$ cat config.mk
export PLATFORM = sky130hd
export DESIGN_NAME = mips_multicycle_controller
export DESIGN_NICKNAME = d
export VERILOG_FILES = /design/src/rtl/mips_multicycle_controller.sv
export SDC_FILE = /design/constraint.sdc
export NUM_CORES = 1
export LEC_CHECK = 0
export ABC_AREA = 1
export CAP_MARGIN = 20
export CORE_MARGIN = 1
export CORE_UTILIZATION = 37
export CTS_CLUSTER_DIAMETER = 120
export DETAILED_ROUTE_END_ITERATION = 8
export PLACE_DENSITY = 0.78
export SLEW_MARGIN = 20
export SYNTH_ARGS = -nofsm -noshare
export SYNTH_HDL_FRONTEND = slang
export SYNTH_SLANG_ARGS = --single-unit
$ cat constraint.sdc
create_clock -name clk -period 1.2 [get_ports clk]
set_input_delay 0.12 -clock clk [delete_from_list [all_inputs] [get_ports clk]]
set_output_delay 0.12 -clock clk [all_outputs]
set_load 0.03 [all_outputs]
$ cat src/rtl/mips_multicycle_controller.sv
`default_nettype none
// ============================================================================
// Module   : mips_multicycle_controller
// Purpose  : Main control FSM for a multicycle MIPS datapath. Sequences
//            fetch / decode / execute / memory / writeback over a shared ALU,
//            register file and unified memory, and stalls on mem_ready so the
//            memory can insert wait states.
// Ports    : clk, reset (async, active-high)
//            op, funct        - fields from the instruction register
//            zero             - ALU zero flag (beq resolution)
//            mem_ready        - memory finishes the current access this cycle
//            pc_en, ir_write, mem_write, mem_read, reg_write, illegal_op
//                             - strobes (all forced low while reset is high)
//            iord, reg_dst, mem_to_reg, alu_src_a, alu_src_b, pc_src,
//            alu_ctrl, ext_zero - datapath mux / ALU controls
//            state_dbg        - current state encoding
// Revision : 1.0 - initial release
// ============================================================================
module mips_multicycle_controller #(
    parameter int OP_W    = 6,
    parameter int FUNCT_W = 6
) (
    input  logic               clk,
    input  logic               reset,
    input  logic [OP_W-1:0]    op,
    input  logic [FUNCT_W-1:0] funct,
    input  logic               zero,
    input  logic               mem_ready,
    output logic               pc_en,
    output logic               ir_write,
    output logic               mem_write,
    output logic               mem_read,
    output logic               iord,
    output logic               reg_write,
    output logic               reg_dst,
    output logic               mem_to_reg,
    output logic               alu_src_a,
    output logic [1:0]         alu_src_b,
    output logic [1:0]         pc_src,
    output logic [2:0]         alu_ctrl,
    output logic               ext_zero,
    output logic               illegal_op,
    output logic [3:0]         state_dbg
);

    localparam logic [3:0] c_S_FETCH  = 4'd0;
    localparam logic [3:0] c_S_DECODE = 4'd1;
    localparam logic [3:0] c_S_MEMADR = 4'd2;
    localparam logic [3:0] c_S_MEMRD  = 4'd3;
    localparam logic [3:0] c_S_MEMWB  = 4'd4;
    localparam logic [3:0] c_S_MEMWR  = 4'd5;
    localparam logic [3:0] c_S_REX    = 4'd6;
    localparam logic [3:0] c_S_RWB    = 4'd7;
    localparam logic [3:0] c_S_BEQEX  = 4'd8;
    localparam logic [3:0] c_S_IEX    = 4'd9;
    localparam logic [3:0] c_S_IWB    = 4'd10;
    localparam logic [3:0] c_S_JEX    = 4'd11;

    localparam logic [OP_W-1:0] c_OP_RTYPE = OP_W'(6'b000000);
    localparam logic [OP_W-1:0] c_OP_J     = OP_W'(6'b000010);
    localparam logic [OP_W-1:0] c_OP_BEQ   = OP_W'(6'b000100);
    localparam logic [OP_W-1:0] c_OP_ADDI  = OP_W'(6'b001000);
    localparam logic [OP_W-1:0] c_OP_SLTI  = OP_W'(6'b001010);
    localparam logic [OP_W-1:0] c_OP_ANDI  = OP_W'(6'b001100);
    localparam logic [OP_W-1:0] c_OP_ORI   = OP_W'(6'b001101);
    localparam logic [OP_W-1:0] c_OP_LW    = OP_W'(6'b100011);
    localparam logic [OP_W-1:0] c_OP_SW    = OP_W'(6'b101011);

    localparam logic [FUNCT_W-1:0] c_FN_ADD = FUNCT_W'(6'b100000);
    localparam logic [FUNCT_W-1:0] c_FN_SUB = FUNCT_W'(6'b100010);
    localparam logic [FUNCT_W-1:0] c_FN_AND = FUNCT_W'(6'b100100);
    localparam logic [FUNCT_W-1:0] c_FN_OR  = FUNCT_W'(6'b100101);
    localparam logic [FUNCT_W-1:0] c_FN_SLT = FUNCT_W'(6'b101010);

    localparam logic [2:0] c_ALU_ADD = 3'b010;
    localparam logic [2:0] c_ALU_SUB = 3'b110;
    localparam logic [2:0] c_ALU_AND = 3'b000;
    localparam logic [2:0] c_ALU_OR  = 3'b001;
    localparam logic [2:0] c_ALU_SLT = 3'b111;

    logic [3:0] r_state;
    logic [3:0] w_next;

    // Instruction decode helpers shared by next-state and output logic
    logic       w_funct_ok;
    logic [2:0] w_funct_ctrl;
    logic       w_imm_op;
    logic [2:0] w_imm_ctrl;
    logic       w_imm_zext;
    logic       w_decode_illegal;

    always_comb begin
        w_funct_ok   = 1'b1;
        w_funct_ctrl = c_ALU_ADD;
        case (funct)
            c_FN_ADD: w_funct_ctrl = c_ALU_ADD;
            c_FN_SUB: w_funct_ctrl = c_ALU_SUB;
            c_FN_AND: w_funct_ctrl = c_ALU_AND;
            c_FN_OR:  w_funct_ctrl = c_ALU_OR;
            c_FN_SLT: w_funct_ctrl = c_ALU_SLT;
            default:  w_funct_ok   = 1'b0;
        endcase
    end

    always_comb begin
        w_imm_op   = 1'b1;
        w_imm_ctrl = c_ALU_ADD;
        w_imm_zext = 1'b0;
        case (op)
            c_OP_ADDI: w_imm_ctrl = c_ALU_ADD;
            c_OP_ANDI: begin w_imm_ctrl = c_ALU_AND; w_imm_zext = 1'b1; end
            c_OP_ORI:  begin w_imm_ctrl = c_ALU_OR;  w_imm_zext = 1'b1; end
            c_OP_SLTI: w_imm_ctrl = c_ALU_SLT;
            default:   w_imm_op   = 1'b0;
        endcase
    end

    always_comb begin
        case (op)
            c_OP_LW, c_OP_SW, c_OP_BEQ, c_OP_J: w_decode_illegal = 1'b0;
            c_OP_RTYPE:                         w_decode_illegal = ~w_funct_ok;
            default:                            w_decode_illegal = ~w_imm_op;
        endcase
    end

    // State register
    always_ff @(posedge clk or posedge reset) begin
        if (reset) r_state <= c_S_FETCH;
        else       r_state <= w_next;
    end

    // Next-state logic
    always_comb begin
        w_next = c_S_FETCH;
        case (r_state)
            c_S_FETCH:  w_next = mem_ready ? c_S_DECODE : c_S_FETCH;
            c_S_DECODE: begin
                case (op)
                    c_OP_LW, c_OP_SW: w_next = c_S_MEMADR;
                    c_OP_RTYPE:       w_next = w_funct_ok ? c_S_REX : c_S_FETCH;
                    c_OP_BEQ:         w_next = c_S_BEQEX;
                    c_OP_J:           w_next = c_S_JEX;
                    default:          w_next = w_imm_op ? c_S_IEX : c_S_FETCH;
                endcase
            end
            c_S_MEMADR: w_next = (op == c_OP_LW) ? c_S_MEMRD : c_S_MEMWR;
            c_S_MEMRD:  w_next = mem_ready ? c_S_MEMWB : c_S_MEMRD;
            c_S_MEMWR:  w_next = mem_ready ? c_S_FETCH : c_S_MEMWR;
            c_S_REX:    w_next = c_S_RWB;
            c_S_IEX:    w_next = c_S_IWB;
            default:    w_next = c_S_FETCH;
        endcase
    end

    // Output decode; strobes are produced raw here and gated by reset below
    logic w_pc_write, w_branch, w_ir_write, w_mem_write, w_mem_read;
    logic w_reg_write, w_illegal;

    always_comb begin
        w_pc_write  = 1'b0;
        w_branch    = 1'b0;
        w_ir_write  = 1'b0;
        w_mem_write = 1'b0;
        w_mem_read  = 1'b0;
        w_reg_write = 1'b0;
        w_illegal   = 1'b0;
        iord        = 1'b0;
        reg_dst     = 1'b0;
        mem_to_reg  = 1'b0;
        alu_src_a   = 1'b0;
        alu_src_b   = 2'b01;
        pc_src      = 2'b00;
        alu_ctrl    = c_ALU_ADD;
        ext_zero    = 1'b0;
        case (r_state)
            c_S_FETCH: begin
                w_mem_read = 1'b1;
                w_ir_write = mem_ready;
                w_pc_write = mem_ready;
            end
            c_S_DECODE: begin
                alu_src_b = 2'b11;
                w_illegal = w_decode_illegal;
            end
            c_S_MEMADR: begin
                alu_src_a = 1'b1;
                alu_src_b = 2'b10;
            end
            c_S_MEMRD: begin
                iord       = 1'b1;
                w_mem_read = 1'b1;
            end
            c_S_MEMWB: begin
                w_reg_write = 1'b1;
                mem_to_reg  = 1'b1;
            end
            c_S_MEMWR: begin
                iord        = 1'b1;
                w_mem_write = 1'b1;
            end
            c_S_REX: begin
                alu_src_a = 1'b1;
                alu_src_b = 2'b00;
                alu_ctrl  = w_funct_ctrl;
            end
            c_S_RWB: begin
                w_reg_write = 1'b1;
                reg_dst     = 1'b1;
            end
            c_S_BEQEX: begin
                alu_src_a = 1'b1;
                alu_src_b = 2'b00;
                alu_ctrl  = c_ALU_SUB;
                w_branch  = 1'b1;
                pc_src    = 2'b01;
            end
            c_S_IEX: begin
                alu_src_a = 1'b1;
                alu_src_b = 2'b10;
                alu_ctrl  = w_imm_ctrl;
                ext_zero  = w_imm_zext;
            end
            c_S_IWB: begin
                w_reg_write = 1'b1;
                // Extender mode stays stable so the written result is unchanged
                ext_zero    = w_imm_zext;
            end
            c_S_JEX: begin
                w_pc_write = 1'b1;
                pc_src     = 2'b10;
            end
            default: ;
        endcase
    end

    // The FSM resets asynchronously, but strobes must also be low in the
    // reset cycle itself, so they are gated combinationally by reset.
    assign pc_en      = ~reset & (w_pc_write | (w_branch & zero));
    assign ir_write   = ~reset & w_ir_write;
    assign mem_write  = ~reset & w_mem_write;
    assign mem_read   = ~reset & w_mem_read;
    assign reg_write  = ~reset & w_reg_write;
    assign illegal_op = ~reset & w_illegal;
    assign state_dbg  = r_state;

endmodule
`default_nettype wire
==> summary.md, run 1 <==
| Metric | Value |
|---|---|
| Largest cells by area after synthesis | nand2_1 (18%), nor2_1 (17%), dfrtp_1 (15%) |
| HPWL after detailed placement | approximately 2.2 mm |
| Yosys warns | 0 |
| H-tree levels | 1 |
| Seq/Total Area, Yosys | 15.1% |
| Port bufs | 37 |
| Num ports | 38 |
| Dpl ws | -535 ps |
| Log Error | [ERROR DPL-0033] detailed placement checks failed during check placement. |
| Area share of the largest cell type after synthesis | 18.1% |
| Area post-placement | 1410 um^2 |
| Post-synth top area cell | nand2_1 |
| Die Span Y | 44.3 um |
| Number of post-CTS setup repair buffers | 4 |
| Resized Gates After CTS | 40 |
| Chip width | 44.3 um |
| Clock Tree Buf Depth | 2 |
| Flops & latches, synth | 4 |
| Row cnt | 14 |
| Hold-fix buffers, CTS | 0 |
| Final GP Congestion | roughly 0.91 |
| Distinct cells, synth | 20 |
| Total CTS buffers | 3 |
| Halt Stage | clock tree synthesis |
| Root Buffer | clkbuf_4 |
| Syn Nets | ~150 |
| Syn Area/Cell | 5.14 um^2 |
| Initial Utilization | 41.6% |
| Status | aborted with a tool error |
| # clock sinks | 4 |
| Cell Area, Synth | between 600 and 700 um^2 |
| Gate Count Post-Synth | approximately 130 |
Yosys cell counts (all sizes together):
cell / number
nand3b: 2
o21ai: 3
clkinv: 1
o31ai: 1
a21oi: 4
a211oi: 1
dfrtp: 4
inv: 24
nand3: 13
nor2: 34
nand4: 5
nor3b: 1
nor3: 2
nand2: 34
per-stage QoR:
stage                     hold WS (ps)  std cells
after floorplan                  -90.1        129
after global placement             530        230
after detailed placement           548        230
cell families after synthesis:
| group | synth area share, % |
|---|---|
| flops | 15.1 |
| compound gates | 7.55 |
| buf+inv | 14.1 |
| simple gates | 63.2 |
==> inputs of run 2 (changes only) <==
Settings changed: CORE_AREA set to 2 2 63 65, CORE_MARGIN 1 to unset, CORE_UTILIZATION 37 to unset, CTS_CLUSTER_DIAMETER 120 to unset, DIE_AREA set to 0 0 65 67, PLACE_DENSITY 0.78 to unset, PLACE_DENSITY_LB_ADDON set to 0.15.
==> run 2 against run 1 <==
  * The flow now finishes, with violations (setup timing)
  * Area after synthesis did not move
  * Synthesized cell count did not move
==> summary.md, run 2 <==
| Metric | Value |
|---|---|
| Post-route minimum period | around 1600 ps |
| Dpl ws | -546 ps (-10.3 ps) |
| Syn Nets | 145 (unchanged) |
| H-tree levels | 1 (unchanged) |
| Worst slew margin | around 85% |
| Sw Pwr | 1.05 mW |
| Root Buffer | clkbuf_8 |
| Unrepaired setup endpoints after global routing | yes |
| Seq/Total Area, Yosys | 15.1% (unchanged) |
| # clock sinks | 4 (unchanged) |
| Layout Nets | 246 |
| Iteration-0 DRC Markers | 24 |
| Min-delay worst type | primary input to asynchronous set/reset pin |
| Clock Pin Slew Worst Setup and Hold Paths | 30 ps |
| Vias/cell | 4.21 |
| Pin count of the biggest net entering global routing | 7 |
| Global Route Usage Sum | about an eighth |
| Gate Count Post-Synth | 129 (unchanged) |
| Critical path peak fanout | 3 |
| Async S/R FF share, synth | 100% (unchanged) |
| Die ar. | 4360 um^2 |
| Post-synth EDFFs | 0 (unchanged) |
| First-pass DRT Iterations | 4 |
| CP arrival | 1470 ps |
| ANT cells | 0 |
| Worst Setup Slack, final | -390 ps |
| Routed via count | 1162 |
| Crit path largest cell delay | roughly 420 ps |
| Worst endpoint required time | about 1100 ps |
| Final Cycle Share | 132% |
| Largest cells by area after synthesis | nand2_1 (18%), nor2_1 (17%), dfrtp_1 (15%) |
| Post-synth top cells | nand2_1 (32), nor2_1 (30), inv_1 (18) |
| P_int | between 1 and 1.5 mW |
| Crit path buffers/inverters | 5 |
| Non-Filler Instances | about 280 |
| Vias in the first global route | around 1.1k |
| Total CTS buffers | 3 (unchanged) |
| WS Path Type | register to primary output |
| Clock Tree Buf Depth | 2 (unchanged) |
| Initial Utilization | 18.4% (-23 points) |
| Power, Total | 2.33 mW |
| Post-synth top area cell | nand2_1 |
| Die Span Y | 67 um (+51%) |
| Worst setup SP type | register |
| Placed cell count | 258 (+12%) |
| Fin. max-slew vios | 0 |
| Max cap viols | 0 |
| Combinational share of power | 78.3% |
| Worst-skew pair later-pin latency | ~210 ps |
| Leading cell type in the layout, fill and taps excluded | buf_4 |
| Clk pwr share | roughly an eighth |
| First-pass GRT wire length | roughly 4.6 mm |
| Core area | 3610 um^2 |
| Failing checks | setup timing |
| Maximum vdd drop | roughly 0.00038 V |
| Clk_skew | 3.21 ps |
| Most frequent cells in the layout | buf_4 (47), buf_6 (34), nand2_1 (22) |
| Post-Route WL | 2.95 mm |
| Area share of the largest cell type after synthesis | 18.1% (unchanged) |
| Status | finished with violations |
| Sequential group share of total power | 9.7% |
| Worst setup EP type | primary output |
| Num ports | 38 (unchanged) |
| Syn Area/Cell | 5.14 um^2 (unchanged) |
| Slowest CP cell | dfrtp_2 |
| Yosys warns | 0 (unchanged) |
| Cell Area, Synth | 663 um^2 (unchanged) |
| Chip width | 65 um (+47%) |
| Antenna-violating nets left | 0 |
| Layout cells sized above 1 | 63.6% |
| Port bufs | 37 (unchanged) |
| Initial antenna violation count | 0 |
| Final Setup Violations | 21 |
| Top_reg_cell synth | dfrtp_1 |
| Worst slew pin tran | 221 ps |
| Final Hold Viols | 0 |
| Max Fclk | 629 MHz |
| Most frequent cell after synthesis | nand2_1 |
| Row cnt | 22 (+8) |
| Post-route cell area | 1890 um^2 |
| Critical-path cell list | buf_6 > nor2_4 > inv_2 > buf_4 > nor2_4 > o31ai_2 > inv_1 > buf_6 |
| Residual DRC count | 0 |
| Area post-placement | 1470 um^2 (+4.3%) |
| Number of fillers in the final layout | 350 |
| Layout Area Growth over Synthesis | 185% |
| Power Dens Cells | ~1200 nW/um^2 |
| Flops & latches, synth | 4 (unchanged) |
| Grt ovf | 0 |
| Net Sw Frac | a little under half |
| TritonCTS clock tree | built |
| Final GP Congestion | 0.843 (-7.8%) |
| Number of flip-flops under the largest register name | 4 |
| HPWL after detailed placement | 2.30 mm (+6.8%) |
| Distinct cells, synth | 20 (unchanged) |
| Crit path max-delay family | buffers and inverters |
| Leak | 0.949 nW |
| DR WL/cell | 10.7 um |
==> run 2: cell counts after synthesis <==
Identical to the previous run, type by type.
==> run 2: layout make-up <==
cell class | instances | area (um^2) | area share (%)
inverter | 25 | 96.3 | 5.09
clock buffer | 3 | 41.3 | 2.18
tap | 48 | 60.1 | 3.17
sequential | 4 | 105 | 5.55
multi-input combinational | 100 | 708 | 37.4
timing repair buffer | 96 | 882 | 46.6
==> run 2: cells by family after synthesis <==
kind of cell           synth area share, %
AOI/OAI and AO/OA                     7.55
buffers and inverters                 14.1
DFF                                   15.1
and+or+nand+nor                       63.2
==> run 2: metal layers <==
metal / wire length, um / track usage (%) / up-vias
met5: 0 / 0 / -
met4: 0 / 3.72 / 0
li1: - / - / 601
met1: 1140 / 13.5 / 536
met3: 102 / 1.69 / 0
met2: 1710 / 27.6 / 25
==> run 2: timing repair <==
| action | CTS | global route |
|---|---|---|
| setup endpoints to repair | 22 | 22 |
| pin swaps | 18 | 16 |
| gates cloned | 0 | 0 |
| gates resized for setup | 61 | 27 |
| buffers inserted | 8 | 8 |
| hold buffers | 0 | 0 |
==> run 2: worst min-delay path, cell delays in order <==
cell             delay, ps
clkdlybuf4s50_1        430
inv_1                  140
buf_4                  150
==> run 2: worst paths after layout <==
check                             startpoint           end  slack, ps  cells past startpoint
worst max-delay path            state_dbg[1]     reg_write       -390                      8
worst min-delay path                   reset  state_dbg[0]        300                      3
worst max register to register  state_dbg[2]  state_dbg[1]       -160                      9
worst min register to register  state_dbg[0]  state_dbg[3]        760                      3
max in group asynchronous              reset  state_dbg[2]        790                      3
min in group clk                       op[3]  state_dbg[1]        520                      5
==> run 2: power by group through the flow <==
stage / Clock, mW / Combinational, mW / Sequential (mW)
2_1_floorplan: 0 / 0.650 / 0.300
3_3_place_gp: 0 / 1.35 / 0.218
3_5_place_dp: 0 / 1.36 / 0.218
4_1_cts: 0.289 / 1.62 / 0.222
5_1_grt: 0.301 / 1.93 / 0.228
6_report: 0.279 / 1.82 / 0.225
==> run 2: per-stage QoR <==
| stage | TNS [ps] | utilization (%) | hold slack [ps] |
|---|---|---|---|
| 2_1_floorplan | -1750 | - | -90.1 |
| 5_1_grt | -6990 | 52.5 | 341 |
| 4_1_cts | -5560 | 48.4 | 308 |
| 3_3_place_gp | -4570 | 40.8 | 506 |
| 3_5_place_dp | -4730 | 40.8 | 515 |
| 6_report | -5710 | 52.5 | 301 |
Note: power is estimated with default switching activity, not from simulation.
==> inputs of run 3 (changes only) <==
Settings changed: CAP_MARGIN 20 to unset.
==> results of run 3 <==
The final DEF is identical to that of run 2; final timing and power are the same.
==> inputs of run 4 (changes only) <==
Clock period 1.2 ns to 2 ns, I/O delays scaled along.
==> run 4 against run 3 <==
  * The flow now finishes without violations
  * Total power fell by 62%
  * Hold slack better by 84 ps
  * Clock skew fell by 0.94 ps
  * Sequential share of layout area rose by 2.8 points
  * Flip-flop and latch count stayed put
  * Count of clock-buffer cells in the layout did not move
==> summary.md, run 4 (same netlist as run 2, synthesis figures left out) <==
| Metric | Value |
|---|---|
| Clock Pin Slew Worst Setup and Hold Paths | 30 ps (about the same) |
| Vias/cell | 4.14 (-1.7%) |
| Clk_skew | 2.27 ps (-0.936 ps) |
| HPWL after detailed placement | 1.99 mm (-14%) |
| Initial antenna violation count | 0 (unchanged) |
| Row cnt | 22 (unchanged) |
| Final Cycle Share | 94.8% |
| Power, Total | 880 uW (-62%) |
| Iteration-0 DRC Markers | 21 (-13%) |
| Reg-to-reg startpoint | state_dbg[3] |
| WS Path Type | register to primary output |
| Max Fclk | around 530 MHz |
| Reg2Reg Setup Slack | 710 ps (+870 ps) |
| First-pass DRT Iterations | 4 (unchanged) |
| Status | finished, final reports clean |
| DR WL/cell | 9.60 um (-10%) |
| Post-Route WL | 2.18 mm (-26%) |
| GRT busiest layer | met2 |
| Antenna-violating nets left | 0 (unchanged) |
| Leak | 0.683 nW (-28%) |
| Num ports | 38 (unchanged) |
| ANT cells | 0 (unchanged) |
| Clock Tree Buf Depth | 2 (unchanged) |
| Power Dens Cells | 736 nW/um^2 (-40%) |
| Non-Filler Instances | 227 (-18%) |
| First-pass GRT wire length | 3.67 mm (-20%) |
| TNS Setup | 0 ps (+5710 ps) |
| Most frequent cells in the layout | nand2_1 (32), nor2_1 (30), clkdlybuf4s50_1 (21) |
| Worst-skew pair later-pin latency | 210 ps (about the same) |
| Port bufs | 37 (unchanged) |
| Worst slew pin tran | 330 ps (+109 ps) |
| Final GP Congestion | 0.784 (-7.0%) |
| Unrepaired setup endpoints after global routing | no |
| Number of post-CTS setup repair buffers | 0 (-8) |
| Layout Area Growth over Synthesis | 80.4% |
| # clock sinks | 4 (unchanged) |
| H-tree levels | 1 (unchanged) |
| Residual DRC count | 0 (unchanged) |
| Chip width | 65 um (unchanged) |
| Area post-placement | 1160 um^2 (-21%) |
| Storage element area | 100 um^2 (-4.8%) |
| Root Buffer | clkbuf_8 |
| Core area | 3610 um^2 (unchanged) |
| Worst endpoint required time | 1800 ps (+720 ps) |
| Max cap viols | 0 (unchanged) |
| R2r endpoint | state_dbg[1] |
| Worst setup path start | state_dbg[0] |
| CP arrival | 1700 ps (+230 ps) |
| Initial Utilization | 18.4% (unchanged) |
| Met3 Use GR | 2.20% (+0.51 points) |
| Routed via count | 939 (-19%) |
| Die Span Y | 67 um (unchanged) |
| Maximum vdd drop | 0.000238 V (-38%) |
| Placed cell count | 224 (-13%) |
| Multi-input logic area | 469 um^2 (-34%) |
| Final Hold Viols | 0 (unchanged) |
| M1 GR Usage | 13.2% (-0.30 points) |
| Grt ovf | 0 (unchanged) |
| Post-route minimum period | 1900 ps |
| GR Util met2 | 19.2% (-8.4 points) |
| Number of fillers in the final layout | 431 (+23%) |
| Worst reg-to-reg path cell count | 6 (-3) |
| Die ar. | 4360 um^2 (unchanged) |
| Total CTS buffers | 3 (unchanged) |
| Setup crit end | pc_src[1] |
| Layout Nets | 197 (-20%) |
| Worst slew margin | 78.0% (-7.3 points) |
| Pin count of the biggest net entering global routing | 8 (+1) |
| Fin. max-slew vios | 0 (unchanged) |
| Vias in the first global route | 877 (-22%) |
| Leading cell type in the layout, fill and taps excluded | nand2_1 |
| Worst setup EP type | primary output |
| Layout cells sized above 1 | 16.8% (-47 points) |
| Number of flip-flops under the largest register name | 4 (unchanged) |
| Global Route Usage Sum | 10.6% (-2.7 points) |
| Hold-fix buffers, CTS | 0 (unchanged) |
| Worst setup SP type | register |
| Post-route cell area | 1200 um^2 (-37%) |
| Min-delay worst type | primary input to asynchronous set/reset pin |
| Final Setup Violations | 0 (-100%) |
| Critical path peak fanout | 5 (+2) |
| Layout Utilization | 33.2% (-19 points) |
| TritonCTS clock tree | built |
[run 4: cell count changes in the layout (fill, tap and decap cells not counted), moves of 6 or more]
cell and delta:
clkdlybuf4s50_1 +12, nand2_4 -6, nand3_2 -6, nand2_1 +10
buf_6 -34, nor2_4 -13, nand3_1 +6, inv_2 -6
nor2_1 +13, buf_4 -33, inv_1 +6
[run 4: worst min-delay path by stage]
| stage | start | end | cells past startpoint |
|---|---|---|---|
| after CTS | reset | state_dbg[0] | 3 |
| after detailed placement | reset | state_dbg[0] | 3 |
| after floorplan | reset | state_dbg[0] | 1 |
| after global placement | reset | state_dbg[0] | 3 |
| after global routing | reset | state_dbg[2] | 3 |
| final | reset | state_dbg[0] | 3 |
[run 4: per-stage QoR]
| stage | setup slack [ps] | hold WS (ps) |
|---|---|---|
| 3_5_place_dp | 83.8 | 604 |
| 2_1_floorplan | 171 | -10.3 |
| 4_1_cts | 12.7 | 390 |
| 6_report | 103 | 385 |
| 3_3_place_gp | 93.4 | 617 |
| 5_1_grt | 1.24 | 423 |
[run 4: routing by layer]
metal	wire, um	vias up
li1	-	507
met1	1010	408
met2	1080	24
met3	96	0
met4	0	0
met5	0	-
[run 4: layout make-up]
type                            count  area share, %
Tap cell                           48           5.02
Clock buffer                        3           3.45
Inverter                           25           7.85
Sequential cell                     4           8.37
Multi-Input combinational cell    100           39.2
Timing Repair Buffer               47           36.1
[run 4: where the power goes]
group	total [mW]	internal [mW]	switching [mW]	leakage [nW]
registers	0.125	0.100	0.0247	0.0540
logic	0.589	0.220	0.370	0.607
clock network	0.166	0.128	0.0379	0.0216
[run 4: what timing repair did]
action,4_1_cts,5_1_grt
endpoints found under the setup margin,9,3
hold endpoints to repair,0,0
resized for setup,9,3
[run 4: worst max-delay path, stage by stage, from the launching register on]
cell	delay [ps]
dfrtp_1	400
buf_4	140
nand2_1	90
nor2_1	170
clkdlybuf4s50_1	700
